**src/rtl/fp_norm_round.sv**
```systemverilog
// fp_norm_round: two-stage normalise/round/pack pipeline for raw IEEE-754 adder sums
//
// Ports:
//   clk, rst                  clock and synchronous active-high reset
//   in_valid / in_ready       upstream handshake for the raw sum
//   in_sign, in_exp, in_mant  raw sum; in_mant is {carry, hidden, fraction, guard, round, sticky}
//   in_nan, in_inf            special-operand flags (NaN wins over infinity)
//   out_valid / out_ready     downstream handshake
//   out                       packed IEEE result
//   out_ovf, out_unf, out_inx overflow, underflow and inexact flags aligned with out
module fp_norm_round #(
    parameter int N = 32,
    localparam int EXP_LEN = (N == 64) ? 11 : 8,
    localparam int MAN = (N == 64) ? 52 : 23
) (
    input  logic               clk,
    input  logic               rst,
    input  logic               in_valid,
    output logic               in_ready,
    input  logic               in_sign,
    input  logic [EXP_LEN-1:0] in_exp,
    input  logic [MAN+4:0]     in_mant,
    input  logic               in_nan,
    input  logic               in_inf,
    output logic               out_valid,
    input  logic               out_ready,
    output logic [N-1:0]       out,
    output logic               out_ovf,
    output logic               out_unf,
    output logic               out_inx
);
    localparam int EW = EXP_LEN + 1;
    localparam logic [EXP_LEN-1:0] EXP_MAX = '1;

    logic               s1_valid, s1_sign, s1_nan, s1_inf;
    logic [EW-1:0]      s1_exp;
    logic [MAN+3:0]     s1_mant;
    logic               s2_load, s1_advance;
    logic [EW-1:0]      lz, lim, n1_exp, e2;
    logic               limited, grs, inc, ovf, special;
    logic [MAN+3:0]     n1_mant;
    logic [MAN+1:0]     sig;
    logic [N-1:0]       r_out;

    assign s2_load = !out_valid || out_ready;
    assign s1_advance = s1_valid && s2_load;
    assign in_ready = !s1_valid || s1_advance;

    // leading-zero count over hidden+fraction; the highest set bit wins
    always_comb begin
        lz = EW'(MAN + 1);
        for (int i = 0; i <= MAN; i++)
            if (in_mant[3+i]) lz = EW'(MAN - i);
    end

    // the shift may only bring the exponent down to 1; beyond that the result is subnormal
    assign lim = (in_exp == '0) ? '0 : EW'(in_exp) - 1'b1;
    assign limited = lz > lim;
    assign n1_mant = in_mant[MAN+4] ? {in_mant[MAN+4:2], |in_mant[1:0]}
                                    : in_mant[MAN+3:0] << (limited ? lim : lz);
    assign n1_exp = (in_mant == '0) ? '0
                  : in_mant[MAN+4] ? EW'(in_exp) + 1'b1
                  : limited ? '0 : EW'(in_exp) - lz;

    assign grs = |s1_mant[2:0];
    assign inc = s1_mant[2] && (s1_mant[1] || s1_mant[0] || s1_mant[3]);
    assign sig = {1'b0, s1_mant[MAN+3:3]} + (MAN+2)'(inc);
    // carry out of the significand bumps the exponent; a subnormal reaching the hidden bit becomes exponent 1
    assign e2 = s1_exp + EW'(sig[MAN+1]) + EW'(s1_exp == '0 && sig[MAN]);
    assign ovf = e2 >= EW'(EXP_MAX);
    assign special = s1_nan || s1_inf;
    assign r_out = s1_nan ? {1'b0, EXP_MAX, 1'b1, {(MAN-1){1'b0}}}
                 : (s1_inf || ovf) ? {s1_sign, EXP_MAX, {MAN{1'b0}}}
                 : {s1_sign, e2[EXP_LEN-1:0], sig[MAN-1:0]};

    always_ff @(posedge clk) begin
        if (rst) begin
            s1_valid <= 1'b0;
            out_valid <= 1'b0;
            out <= '0;
            out_ovf <= 1'b0;
            out_unf <= 1'b0;
            out_inx <= 1'b0;
        end else begin
            if (in_ready) begin
                s1_valid <= in_valid;
                s1_sign <= in_sign;
                s1_exp <= n1_exp;
                s1_mant <= n1_mant;
                s1_nan <= in_nan;
                s1_inf <= in_inf;
            end
            if (s2_load) begin
                out_valid <= s1_valid;
                if (s1_valid) begin
                    out <= r_out;
                    out_ovf <= !special && ovf;
                    out_inx <= !special && (ovf || grs);
                    out_unf <= !special && grs && e2 == '0;
                end
            end
        end
    end
endmodule

```
**config.mk**
```make
export PLATFORM = sky130hd
export DESIGN_NAME = fp_norm_round
export DESIGN_NICKNAME = d
export VERILOG_FILES = /design/src/rtl/fp_norm_round.sv
export SDC_FILE = /design/constraint.sdc
export NUM_CORES = 1
export LEC_CHECK = 0
export CORE_MARGIN = 2
export CORE_UTILIZATION = 25
export DETAILED_ROUTE_END_ITERATION = 12
export PLACE_DENSITY = 0.48
export SYNTH_ARGS = -nofsm -noshare
export SYNTH_HDL_FRONTEND = slang
export SYNTH_SLANG_ARGS = --single-unit
```
**constraint.sdc**
```tcl
create_clock -name clk -period 10.04 [get_ports clk]
set_input_delay 1.506 -clock clk [delete_from_list [all_inputs] [get_ports clk]]
set_output_delay 1.506 -clock clk [all_outputs]
set_load 0.01 [all_outputs]
```
==> results, run 1 <==
- The run finished with clean final reports.
- The max-slew violation total from the final report is 0.
- The worst-case IR drop observed on VDD is 0.0791 mV.
- Of the total synthesized cell area, the portion taken by full adders, half adders and majority gates is 3.17%.
- Yosys printed 0 warnings.
- The wire length of the first global-routing pass is 36.8 mm.
- The initial DRC count is 676.
- Per report_power, the sequential group accounts for 40.5% of the total.
- Among all flip-flop cells after synthesis, the most frequent one is sky130_fd_sc_hd__edfxtp_1.
- The via density per instance is 5.56.
- The number of antenna cells inserted is 0.
- After legalization and detailed placement, the total HPWL measured 17.7 mm.
- The number of flops mapped to enable cells by yosys is 39.
- Setup repair after global routing left no endpoint under its margin.
- The sink count of the clock tree is 76.
- The die area is 0.0285 mm2.
- The H-tree generated during clock tree synthesis spans 3 levels.
- The post-synthesis cell type count is 79.
- The most common cell after layout, fill and taps aside is sky130_fd_sc_hd__nor2_1.
- In the synthesized netlist, the number of instances is 847.
- The area of the mapped netlist is 0.00679 mm2.
- The number of nets with antenna violations after detailed routing is 0.
- The clock reaches the later pin of the worst-skew pair after 0.33 ns.
- The worst max-slew margin expressed relative to the limit is 22.8%.
- The congestion estimate from routability-driven global placement came to 0.960.
- The area growth from synthesis to layout is 17.6%.
- In the final design database the tool counted 927 nets.
- The highest attainable clock frequency is 0.134 GHz.
- The type of the worst min-delay path is register to register.
- The post-cts gate resize count is 0.
- The clock slew at the register clock pins of the worst setup and hold paths is 0.05 ns.
- The synthesized design contains 76 register bits.
- The async set-reset flop share out of synthesis is 0%.
- Across the run, the number of max-cap violations was 0.
- The cell family contributing the most delay on the critical path is buffers and inverters.
- The final sum of negative setup slack is 0 ns.
- In this run, the clock network consumes 31.9% of the power.
- The multiplexer area fraction after synthesis is 6.63%.
- The setup-violating endpoint count in the final report is 0.
- The power per unit of standard cell area is 113 mW/mm2.
- In the finished design, the share of the clock period the worst path needs comes to 74.3%.
- The number of input and output port buffers inserted is 79.
- In the layout the commonest cells are sky130_fd_sc_hd__nor2_1 (87), sky130_fd_sc_hd__clkdlybuf4s50_1 (79), sky130_fd_sc_hd__nand2_1 (77), sky130_fd_sc_hd__nand3_1 (47), sky130_fd_sc_hd__mux2i_1 (41).
- The die outline width is 169 um.
- The fraction of power consumed by combinational cells is 27.6%.
- The clock tree from TritonCTS is yes.
- The layout cell share with drive strength beyond 1 is 6.99%.
- The vertical die dimension is 169 um.
- Global routing used 16.3% of the available tracks.
- Wires add up to 23.8 mm.
- The hold violation count in the final report is 0.
- The number of buffers and inverters on the critical path is 5.
- Once the floorplan was initialized, standard cells occupied 25.3% of the core.
- The pin count of the biggest net entering global routing is 51.
- The initial antenna violation count came to 0.
- After detailed routing, the average wire length per cell comes to 19.6 um.
- Among all stages on the critical path, the largest delay is contributed by sky130_fd_sc_hd__a21o_1.
- The post-synthesis compound-gate area fraction is 27.6%.
- The count of standard-cell rows is 60.
- After clock tree synthesis, the flow added hold-fix buffers numbering 0.
- Cell internal power was estimated by the tool at 0.615 mW.
- The clock passes through at most 2 buffers.
- The master cell of the clock root buffer is sky130_fd_sc_hd__clkbuf_16.
- The slew at the pin closest to its max-slew limit is 1.16 ns.
- The number of global-route vias before repair is 6153.
- The routed design could run at a clock period as short as 7.46 ns.
- The leakage power is 2.81 nW.
- The post-synthesis simple-gate area fraction is 22.3%.
- STA classifies the critical path endpoint as a register.
- The share of synthesized area occupied by flip-flops and latches is 28.2%.
- The path type of the worst setup path is primary input to register.
- For this design the top-level I/O count stands at 80.
- The final worst hold slack is 0.455 ns.
- The total area inside the core boundary comes to 0.0268 mm2.
- The count of unresolved DRC violations after routing is 0.
- Global routing finished with a remaining overflow of 0.
- For the worst setup path, the data required time is 10.20 ns.
- The routed layout has 6746 vias.
- The worst setup path is launched from a primary input.
- The count of buffers added by post-CTS timing repair for setup is 0.
- The XOR/XNOR share of the synthesized area is 4.52%.
- By area, the combinational part of the netlist is dominated by compound AO/OA/AOI/OAI gates.
- The first detailed-routing pass took 7 iterations.
- The net count after synthesis is 906.
- The synthesized area divided by synthesized cell count is 8.02 um2.
- The net switching power of the design is 0.286 mW.
- Net switching is 31.8% of the power.
- The largest stage delay on the critical path is 0.90 ns.
- Clock tree synthesis inserted a total of 9 buffers.
- Of all nets on the critical path, the largest fanout is 50.
- For the final database, setup skew stands at 0.00778 ns.
- Traced cell by cell, the critical path runs through clkdlybuf4s50_1 -> inv_1 -> ha_1 -> nor4b_1 -> a21oi_1 -> buf_4 -> inv_1 -> ha_1 -> nor2b_1 -> o21a_1 -> o311ai_4 -> buf_4 -> or2_0 -> a21o_1 -> nor3_1 -> nor4_2 -> a22oi_1 -> a32oi_1.
- STA puts the critical path data arrival time at 7.62 ns.
==> synthesized netlist by cell type (14+ instances only) <==
cell | count | area (um2)
sky130_fd_sc_hd__nor2_1 | 88 | 330
sky130_fd_sc_hd__nand3_1 | 47 | 235
sky130_fd_sc_hd__o211ai_1 | 33 | 248
sky130_fd_sc_hd__a21oi_1 | 34 | 170
sky130_fd_sc_hd__xnor2_1 | 20 | 175
sky130_fd_sc_hd__ha_1 | 14 | 175
sky130_fd_sc_hd__buf_2 | 18 | 90.1
sky130_fd_sc_hd__nand2_1 | 77 | 289
sky130_fd_sc_hd__dfxtp_1 | 37 | 741
sky130_fd_sc_hd__edfxtp_1 | 39 | 1170
sky130_fd_sc_hd__inv_1 | 26 | 97.6
sky130_fd_sc_hd__mux2i_1 | 41 | 410
sky130_fd_sc_hd__xor2_1 | 15 | 131
sky130_fd_sc_hd__o221ai_1 | 15 | 131
sky130_fd_sc_hd__nor3_1 | 26 | 130
sky130_fd_sc_hd__clkbuf_1 | 46 | 173
sky130_fd_sc_hd__a22oi_1 | 26 | 195
sky130_fd_sc_hd__a211o_1 | 23 | 201
sky130_fd_sc_hd__o21ai_0 | 35 | 175
==> flip-flops by register name (all words and copies together), names as in the netlist <==
register,cells
out,32
s1_mant,27
s1_exp,9
out_inx,1
out_ovf,1
out_unf,1
out_valid,1
s1_inf,1
s1_nan,1
s1_sign,1
s1_valid,1
==> per-stage QoR <==
step / std cells / setup WS, ns / power, mW / cell area, um2 / utilization (%)
after floorplan: 847 / 4.80 / 0.530 / 6790 / -
after global placement: 1198 / 2.25 / 0.617 / 7710 / 28.8
after detailed placement: 1198 / 2.27 / 0.615 / 7710 / 28.8
after CTS: 1214 / 2.64 / 0.906 / 7980 / 29.8
after global routing: 1214 / 2.04 / 0.947 / 7980 / 29.8
final: 1214 / 2.58 / 0.901 / 7980 / 29.8
==> final cells by class <==
cell class	count	area, um2
tap	341	427
clock inverter	5	27.5
fill	2858	18800
inverter	28	105
multi-input combinational	661	4380
sequential	76	1910
clock buffer	11	243
timing repair buffer	92	888
==> metal layers <==
layer  wire length [um]  track usage (%)  share of wire [%]
met4                490             4.95                2.1
met2              10200             24.0                 43
met3               1710             2.43                7.2
met5                  0                0                  0
met1              11500             24.4                 48
==> worst min-delay path: cells and delay by family, from the launching register on <==
kind	cells	cell delay [ns]
AO/OA/AOI/OAI	1	0.05
flip-flops	1	0.31
AND/OR/NAND/NOR	1	0.05
==> final timing paths <==
| check | depth (start not counted) | to | from | slack, ns |
|---|---|---|---|---|
| setup / recovery | 18 | s1_mant[22]$_DFFE_PP_ | in_exp[1] | 2.58 |
| hold / removal | 2 | out[22]$_SDFFE_PP0P_ | out[22]$_SDFFE_PP0P_ | 0.46 |
| setup reg to reg | 17 | out[25]$_SDFFE_PP0P_ | s1_mant[2]$_DFFE_PP_ | 4.92 |
| hold reg to reg | 2 | out[22]$_SDFFE_PP0P_ | out[22]$_SDFFE_PP0P_ | 0.46 |
==> power by group through the flow <==
stage	Clock, mW	Combinational [mW]	Sequential [mW]
final	0.288	0.248	0.365
after global routing	0.310	0.270	0.367
after detailed placement	0	0.244	0.372
after floorplan	0	0.161	0.369
after CTS	0.297	0.245	0.365
after global placement	0	0.246	0.371
==> kinds of logic after synthesis <==
logic type / after synthesis
flip-flops: 76
multiplexers: 44
adder cells (fa/ha/maj): 16
AO/OA/AOI/OAI: 254
AND/OR/NAND/NOR: 312
buffers and inverters: 110
XOR/XNOR: 35
No activity file was read; power rests on OpenSTA's default activity.
==> run 2: changes to the inputs <==
clock period = 7.3 ns   (was 10.04 ns; I/O delays follow)
==> results, run 2 (same netlist as run 1, synthesis figures left out) <==
- The run finished with clean final reports.
- The global-route congestion overflow total is 0 (unchanged).
- The number of input and output port buffers inserted is 79 (unchanged).
- The highest ir drop seen on vdd is 0.0967 mV (+22%).
- The total wire length after detailed routing is 24.2 mm (+1.4%).
- The count of standard-cell rows was 60 (unchanged).
- The total routing usage reported by global routing came to 16.9% (+0.56 points).
- The power per unit of standard cell area is 153 mW/mm2 (+35%).
- The fraction of power consumed by combinational cells is 28.4% (+0.8 points).
- The number of antenna cells inserted is 0 (unchanged).
- The root buffer cell chosen for the clock tree is sky130_fd_sc_hd__clkbuf_16.
- The kind of end point of the critical path is a register.
- The final net count is 945 (+1.9%).
- The fraction of the core area covered by cells at the end of the flow is 30.2% (+0.45 points).
- The layout cell share with drive strength beyond 1 is 8.53% (+1.5 points).
- The part of the power in the clock network came to 31.1% (-0.8 points).
- The sink count of the clock tree came to 76 (unchanged).
- The part of the total power dissipated in sequential elements is 40.5% (about the same).
- The count of unresolved DRC violations after routing is 0 (unchanged).
- The switching power share of the total is 31.8% (+0.036 points).
- The top-level port count is 80 (unchanged).
- The final worst hold slack came to 0.451 ns (-0.00413 ns).
- The worst slack at placement is 0.912 ns (-1.36 ns).
- The wire length of the first global-routing pass came to 38.0 mm (+3.0%).
- The count of buffers added by post-CTS timing repair for setup is 0 (unchanged).
- The count of placed standard cells including taps is 1216 (+1.5%).
- Setup repair after global routing left no endpoint under its margin.
- The internal portion of total power is 0.844 mW (+37%).
- The highest attainable clock frequency is 0.162 GHz.
- The kind of launch point of the worst setup path is a primary input.
- The die area came to 0.0285 mm2 (unchanged).
- TritonCTS built the clock tree.
- The initial antenna violation count is 0 (unchanged).
- The worst path setup slack after routing was 1.12 ns (-1.45 ns).
- The clock slew at the register clock pins of the worst setup and hold paths is 0.05 ns (about the same).
- The detailed placer's ending HPWL came to 18.5 mm (+4.1%).
- The level count of the clock H-tree is 3 (unchanged).
- The die outline width came to 169 um (unchanged).
- The number of global-route vias before repair is 6545 (+6.4%).
- The worst path uses 84.6% of the clock period.
- The first-pass iteration count of the detailed router is 6 (-1).
- The worst path required time is 7.42 ns (-2.78 ns).
- The clock skew after layout is 0.00551 ns (-0.00227 ns).
- The hold violation count in the final report is 0 (unchanged).
- The pin count of the biggest net entering global routing came to 45 (-12%).
- The net switching power of the design is 0.393 mW (+37%).
- The number of buffers between clock root and the deepest sink came to 2 (unchanged).
- The post-cts gate resize count is 0 (unchanged).
- The worst max-slew margin expressed relative to the limit was 19.9% (-2.9 points).
- The largest registers in the layout are out (32), s1_mant (27), s1_exp (9).
- The worst hold path belongs to the class register to register.
- The post-layout instance count excluding filler cells is 1232 (+1.5%).
- The clock period minus final worst setup slack is 6.18 ns.
- The max-slew violation total from the final report came to 0 (unchanged).
- The final sum of negative setup slack is 0 ns (unchanged).
- The initial DRC count is 681 (+0.74%).
- The post-detailed-route wirelength per cell is 19.6 um (about the same).
- The setup-violating endpoint count in the final report is 0 (unchanged).
- The starting density of the core came to 25.3% (unchanged).
- Leaving out fill and tap cells, the most frequent cell in the layout is sky130_fd_sc_hd__nor2_1.
- The endpoint arrival time on the critical path came to 6.30 ns (-1.32 ns).
- The via density per instance is 5.55 (-0.18%).
- The max-capacitance violation count is 0 (unchanged).
- The number of buffers inserted during clock tree synthesis is 9 (unchanged).
- The vertical die dimension is 169 um (unchanged).
- The slew at the pin closest to its max-slew limit is 1.20 ns (+0.0382 ns).
- The largest register by flop count is out.
- The largest fanout of any net on the critical path was 15 (-70%).
- The last weighted congestion value of the routability-driven placer is 0.982 (+2.3%).
- The placeable core region was 0.0268 mm2 (unchanged).
- The number of flip-flops under the largest register name is 32 (unchanged).
- The path type of the worst setup path is primary input to register.
- The quantity of hold-fixing buffers added after cts is 0 (unchanged).
- In the layout the commonest cells are sky130_fd_sc_hd__nor2_1 (87), sky130_fd_sc_hd__clkdlybuf4s50_1 (79), sky130_fd_sc_hd__nand2_1 (77), sky130_fd_sc_hd__nand3_1 (47), sky130_fd_sc_hd__mux2i_1 (41).
- The leakage power was 2.89 nW (+2.8%).
- The source-to-sink clock delay at the later pin of the worst-skew pair is 0.33 ns (about the same).
- The number of nets with antenna violations after detailed routing is 0 (unchanged).
- The area growth from synthesis to layout is 19.4%.
- The overall via count from detail_route is 6834 (+1.3%).
## run 2: changes by cell type in the layout (fill, tap and decap cells not counted)
cell,change
sky130_fd_sc_hd__clkbuf_8,-1
sky130_fd_sc_hd__clkinv_2,-1
sky130_fd_sc_hd__buf_4,+18
sky130_fd_sc_hd__clkbuf_1,+3
sky130_fd_sc_hd__clkinvlp_4,-1
## run 2: power groups by stage
| stage | Sequential, mW | Clock (mW) | Combinational [mW] |
|---|---|---|---|
| final | 0.502 | 0.384 | 0.351 |
| after global routing | 0.505 | 0.416 | 0.381 |
| after CTS | 0.502 | 0.398 | 0.347 |
| after detailed placement | 0.511 | 0 | 0.346 |
| after global placement | 0.510 | 0 | 0.351 |
| after floorplan | 0.508 | 0 | 0.221 |
## run 2: final timing paths
path | slack, ns | from | end | depth (start not counted)
min reg2reg | 0.45 | out[31]$_SDFFE_PP0P_ | out[31]$_SDFFE_PP0P_ | 2
max reg2reg | 1.96 | s1_mant[2]$_DFFE_PP_ | out[25]$_SDFFE_PP0P_ | 16
max | 1.12 | in_mant[18] | s1_mant[14]$_DFFE_PP_ | 18
min | 0.45 | out[31]$_SDFFE_PP0P_ | out[31]$_SDFFE_PP0P_ | 2
## run 2: final cells by class
type	instances	area [um2]
repair buffers	110	1020
multi-input cells	661	4380
well taps	341	427
clock buffers	13	240
flip-flops and latches	76	1910
inverters	28	105
fillers	2890	18700
clock inverters	3	15.0
## run 2: layer usage
metal	up-vias	wire length [um]	global-route usage (%)
li1	3253	-	-
met1	3232	11500	24.5
met2	304	10500	25.8
met3	45	1480	1.82
met4	0	672	6.07
met5	-	0	0
## run 2: through the flow
step	area (um2)	power, mW
floorplan	6790	0.729
global placement	7850	0.861
detailed placement	7850	0.857
CTS	8100	1.25
global route	8100	1.30
finish	8100	1.24
## run 2: worst max-delay path, stage by stage
cell                              delay [ns]
sky130_fd_sc_hd__clkdlybuf4s50_1        0.62
sky130_fd_sc_hd__nor2_1                 0.18
sky130_fd_sc_hd__o31ai_1                0.10
sky130_fd_sc_hd__a211oi_2               0.61
sky130_fd_sc_hd__nand2_1                0.18
sky130_fd_sc_hd__inv_1                  0.16
sky130_fd_sc_hd__ha_1                   0.26
sky130_fd_sc_hd__nor2b_1                0.13
sky130_fd_sc_hd__o21a_1                 0.19
sky130_fd_sc_hd__o311ai_4               0.33
sky130_fd_sc_hd__buf_4                  0.28
sky130_fd_sc_hd__or2_0                  0.13
sky130_fd_sc_hd__buf_4                  0.19
sky130_fd_sc_hd__a21o_1                 0.54
sky130_fd_sc_hd__nor3_1                 0.13
sky130_fd_sc_hd__nor4_2                 0.70
sky130_fd_sc_hd__mux2i_1                0.14
sky130_fd_sc_hd__o21ai_0                0.31
==> run 3: changes to the inputs <==
PLACE_DENSITY = 0.49   (was 0.48)
clock period = 5.6 ns   (was 7.3 ns; I/O delays follow)
==> results, run 3 (same netlist as run 1, synthesis figures left out) <==
- The run finished with clean final reports.
- The overall via count from detail_route was 6963 (+1.9%).
- The count of placed standard cells including taps is 1275 (+4.9%).
- The quantity of hold-fixing buffers added after cts is 0 (unchanged).
- The die outline width is 169 um (unchanged).
- The area of the multi-input gates came to 0.00438 mm2 (unchanged).
- The critical path goes through clkdlybuf4s50_1 -> or4_1 -> nand2b_1 -> nand2b_1 -> inv_1 -> ha_1 -> and3_1 -> o21a_1 -> o311ai_4 -> buf_4 -> buf_12 -> nor3_1 -> a21oi_1 -> buf_4 -> buf_4 -> nor2_1 -> nor3_1 -> buf_4 -> o32ai_1 -> a221oi_2.
- The detailed route wirelength on metal3 came to 1.30 mm (-12%).
- The post-detailed-route wirelength per cell is 19.3 um (-1.9%).
- The via density per instance was 5.39 (-2.8%).
- The max-capacitance violation count is 0 (unchanged).
- The wire length of the first global-routing pass is 38.7 mm (+1.9%).
- The master cell of the clock root buffer is sky130_fd_sc_hd__clkbuf_16.
- The part of the power in the clock network came to 35.7% (+4.6 points).
- The slew at the pin closest to its max-slew limit came to 1.27 ns (+0.0701 ns).
- The cell class contributing the biggest share of worst-path delay is buffers and inverters.
- In the layout the commonest cells are sky130_fd_sc_hd__nor2_1 (87), sky130_fd_sc_hd__buf_4 (85), sky130_fd_sc_hd__clkdlybuf4s50_1 (79), sky130_fd_sc_hd__nand2_1 (77), sky130_fd_sc_hd__nand3_1 (47).
- The largest fanout of any net on the critical path is 30 (+15).
- Relative to the synthesized area, the layout overhead comes to 27.9%.
- The largest stage delay on the critical path is 0.63 ns (-0.07 ns).
- The detailed placer's ending HPWL is 19.0 mm (+3.1%).
- The leakage power is 3.23 nW (+12%).
- The total routing usage reported by global routing is 17.2% (+0.31 points).
- The largest register by flop count is out.
- The placeable core region is 0.0268 mm2 (unchanged).
- The first-pass iteration count of the detailed router came to 5 (-1).
- The met2 wire length is 10.9 mm (+4.3%).
- The post-layout instance count excluding filler cells is 1291 (+4.8%).
- The number of input and output port buffers inserted is 79 (unchanged).
- The sum of routed wire segments on met1 came to 12.0 mm (+4.4%).
- The endpoint arrival time on the critical path came to 5.25 ns (-1.05 ns).
- The level count of the clock H-tree is 3 (unchanged).
- The starting density of the core is 25.3% (unchanged).
- The final sum of negative setup slack was 0 ns (unchanged).
- The worst path required time is 5.75 ns (-1.67 ns).
- The number of buffers between clock root and the deepest sink is 2 (unchanged).
- The source-to-sink clock delay at the later pin of the worst-skew pair came to 0.33 ns (about the same).
- The clock period minus final worst setup slack is 5.10 ns.
- The internal portion of total power is 1.27 mW (+50%).
- The top-level port count is 80 (unchanged).
- The area taken by flip-flops and latches is 0.00191 mm2 (unchanged).
- The clock skew after layout came to 0.00624 ns (+0.000729 ns).
- The count of standard-cell rows is 60 (unchanged).
- The number of antenna cells inserted is 0 (unchanged).
- The vertical die dimension is 169 um (unchanged).
- The path class of the tightest hold or removal check is register to register.
- The power per unit of standard cell area was 206 mW/mm2 (+35%).
- The die area was 0.0285 mm2 (unchanged).
- The number of global-route vias before repair is 6545 (unchanged).
- The number of buffer and inverter stages on the critical path came to 7 (+3).
- The largest individual stage delay along the critical path comes from the cell sky130_fd_sc_hd__or4_1.
- The worst max-slew margin expressed relative to the limit is 15.2% (-4.7 points).
- The switching power share of the total came to 29.3% (-2.5 points).
- The clock slew at the register clock pins of the worst setup and hold paths is 0.06 ns (about the same).
- The net switching power of the design was 0.524 mW (+33%).
- The fill cell instance count of the final layout is 2816 (-2.6%).
- The highest attainable clock frequency is 0.196 GHz.
- The clock tree from TritonCTS is yes.
- In this run the top signal layer used is met4.
- The largest registers in the layout are out (32), s1_mant (27), s1_exp (9).
- Setup repair after global routing left no endpoint under its margin.
- The pin count of the biggest net entering global routing is 45 (unchanged).
- The max-slew violation total from the final report came to 0 (unchanged).
- The number of buffers inserted during clock tree synthesis is 9 (unchanged).
- The sink count of the clock tree is 76 (unchanged).
- The post-cts gate resize count is 0 (unchanged).
- The kind of end point of the critical path is a register.
- The initial antenna violation count was 0 (unchanged).
- The hold violation count in the final report was 0 (unchanged).
- The part of the total power dissipated in sequential elements came to 36.5% (-4.0 points).
- The most repeated library cell on the critical path is sky130_fd_sc_hd__buf_4.
- The most common cell after layout, fill and taps aside is sky130_fd_sc_hd__nor2_1.
- The last weighted congestion value of the routability-driven placer is 0.953 (-3.0%).
- The highest ir drop seen on vdd is 0.120 mV (+24%).
- The kind of launch point of the worst setup path is a primary input.
- The layout cell share with drive strength beyond 1 is 14.2% (+5.7 points).
- The global-route congestion overflow total is 0 (unchanged).
- The setup-violating endpoint count in the final report is 0 (unchanged).
- The count of buffers added by post-CTS timing repair for setup came to 0 (unchanged).
- The fraction of the cycle the final worst path needs is 91.1%.
- The count of unresolved DRC violations after routing came to 0 (unchanged).
- The total wire length after detailed routing was 24.9 mm (+2.8%).
- The critical path in this run is classified as primary input to register.
- The fraction of power consumed by combinational cells is 27.8% (-0.6 points).
- The initial DRC count is 646 (-5.1%).
- The number of flip-flops under the largest register name was 32 (unchanged).
- The number of nets with antenna violations after detailed routing is 0 (unchanged).
- The final net count is 1004 (+6.2%).
==> run 3: cell types whose count changed in the layout (fill, tap and decap cells not counted), sizes merged <==
cell    before  now
buf         31   90
bufinv       0    3
clkbuf      13    9
clkinv       3    4
==> run 3: path summary, 6_finish.rpt <==
kind	start	endpoint	slack [ns]	cells after the start
setup / recovery	in_mant[26]	s1_mant[24]$_DFFE_PP_	0.50	20
hold / removal	out[31]$_SDFFE_PP0P_	out[31]$_SDFFE_PP0P_	0.45	2
setup reg to reg	s1_mant[2]$_DFFE_PP_	out[4]$_SDFFE_PP0P_	0.77	18
hold reg to reg	out[31]$_SDFFE_PP0P_	out[31]$_SDFFE_PP0P_	0.45	2
==> run 3: worst register-to-register path, stage by stage (launching register included) <==
cell	delay (ns)
sky130_fd_sc_hd__edfxtp_1	0.43
sky130_fd_sc_hd__nand4_1	0.17
sky130_fd_sc_hd__nor2_1	0.19
sky130_fd_sc_hd__and3_1	0.24
sky130_fd_sc_hd__nand3_1	0.19
sky130_fd_sc_hd__or2_2	0.36
sky130_fd_sc_hd__nor3_1	0.22
sky130_fd_sc_hd__xnor2_1	0.18
sky130_fd_sc_hd__nor2_1	0.09
sky130_fd_sc_hd__fa_1	0.42
sky130_fd_sc_hd__ha_1	0.24
sky130_fd_sc_hd__xor2_1	0.23
sky130_fd_sc_hd__or4b_2	0.61
sky130_fd_sc_hd__o41ai_1	0.41
sky130_fd_sc_hd__buf_4	0.20
sky130_fd_sc_hd__nor2b_2	0.08
sky130_fd_sc_hd__buf_4	0.23
sky130_fd_sc_hd__a22oi_1	0.18
sky130_fd_sc_hd__nor2_1	0.06
==> run 3: metrics by stage <==
stage               util [%]  hold WS (ns)  total power, mW  setup WS [ns]  instance area [um2]
floorplan                  -         0.476            0.950           1.03                 6790
CTS                     32.4         0.453             1.80          0.544                 8680
global route            32.4         0.471             1.88          0.222                 8680
global placement        31.2         0.438             1.16          0.261                 8350
finish                  32.4         0.448             1.79          0.496                 8680
detailed placement      31.2         0.447             1.16          0.223                 8350
==> run 3: cell type report <==
class / count / area share [%]
clock inverters: 7 / 1.21
clock buffers: 9 / 2.59
inverters: 28 / 1.21
multi-input cells: 661 / 50.5
well taps: 341 / 4.91
flip-flops and latches: 76 / 22.0
repair buffers: 169 / 17.6
==> run 3: power groups by stage <==
| stage | combinational (mW) | clock (mW) | sequential [mW] |
|---|---|---|---|
| after floorplan | 0.288 | 0 | 0.662 |
| after global placement | 0.492 | 0 | 0.666 |
| after detailed placement | 0.491 | 0 | 0.666 |
| after CTS | 0.492 | 0.652 | 0.654 |
| after global routing | 0.538 | 0.679 | 0.658 |
| final | 0.497 | 0.639 | 0.654 |
==> run 3: metal layers <==
layer  vias up  track usage, %
met5         -               0
met3        40            1.36
met4         0            5.06
li1       3359               -
met2       252            26.8
met1      3312            25.3
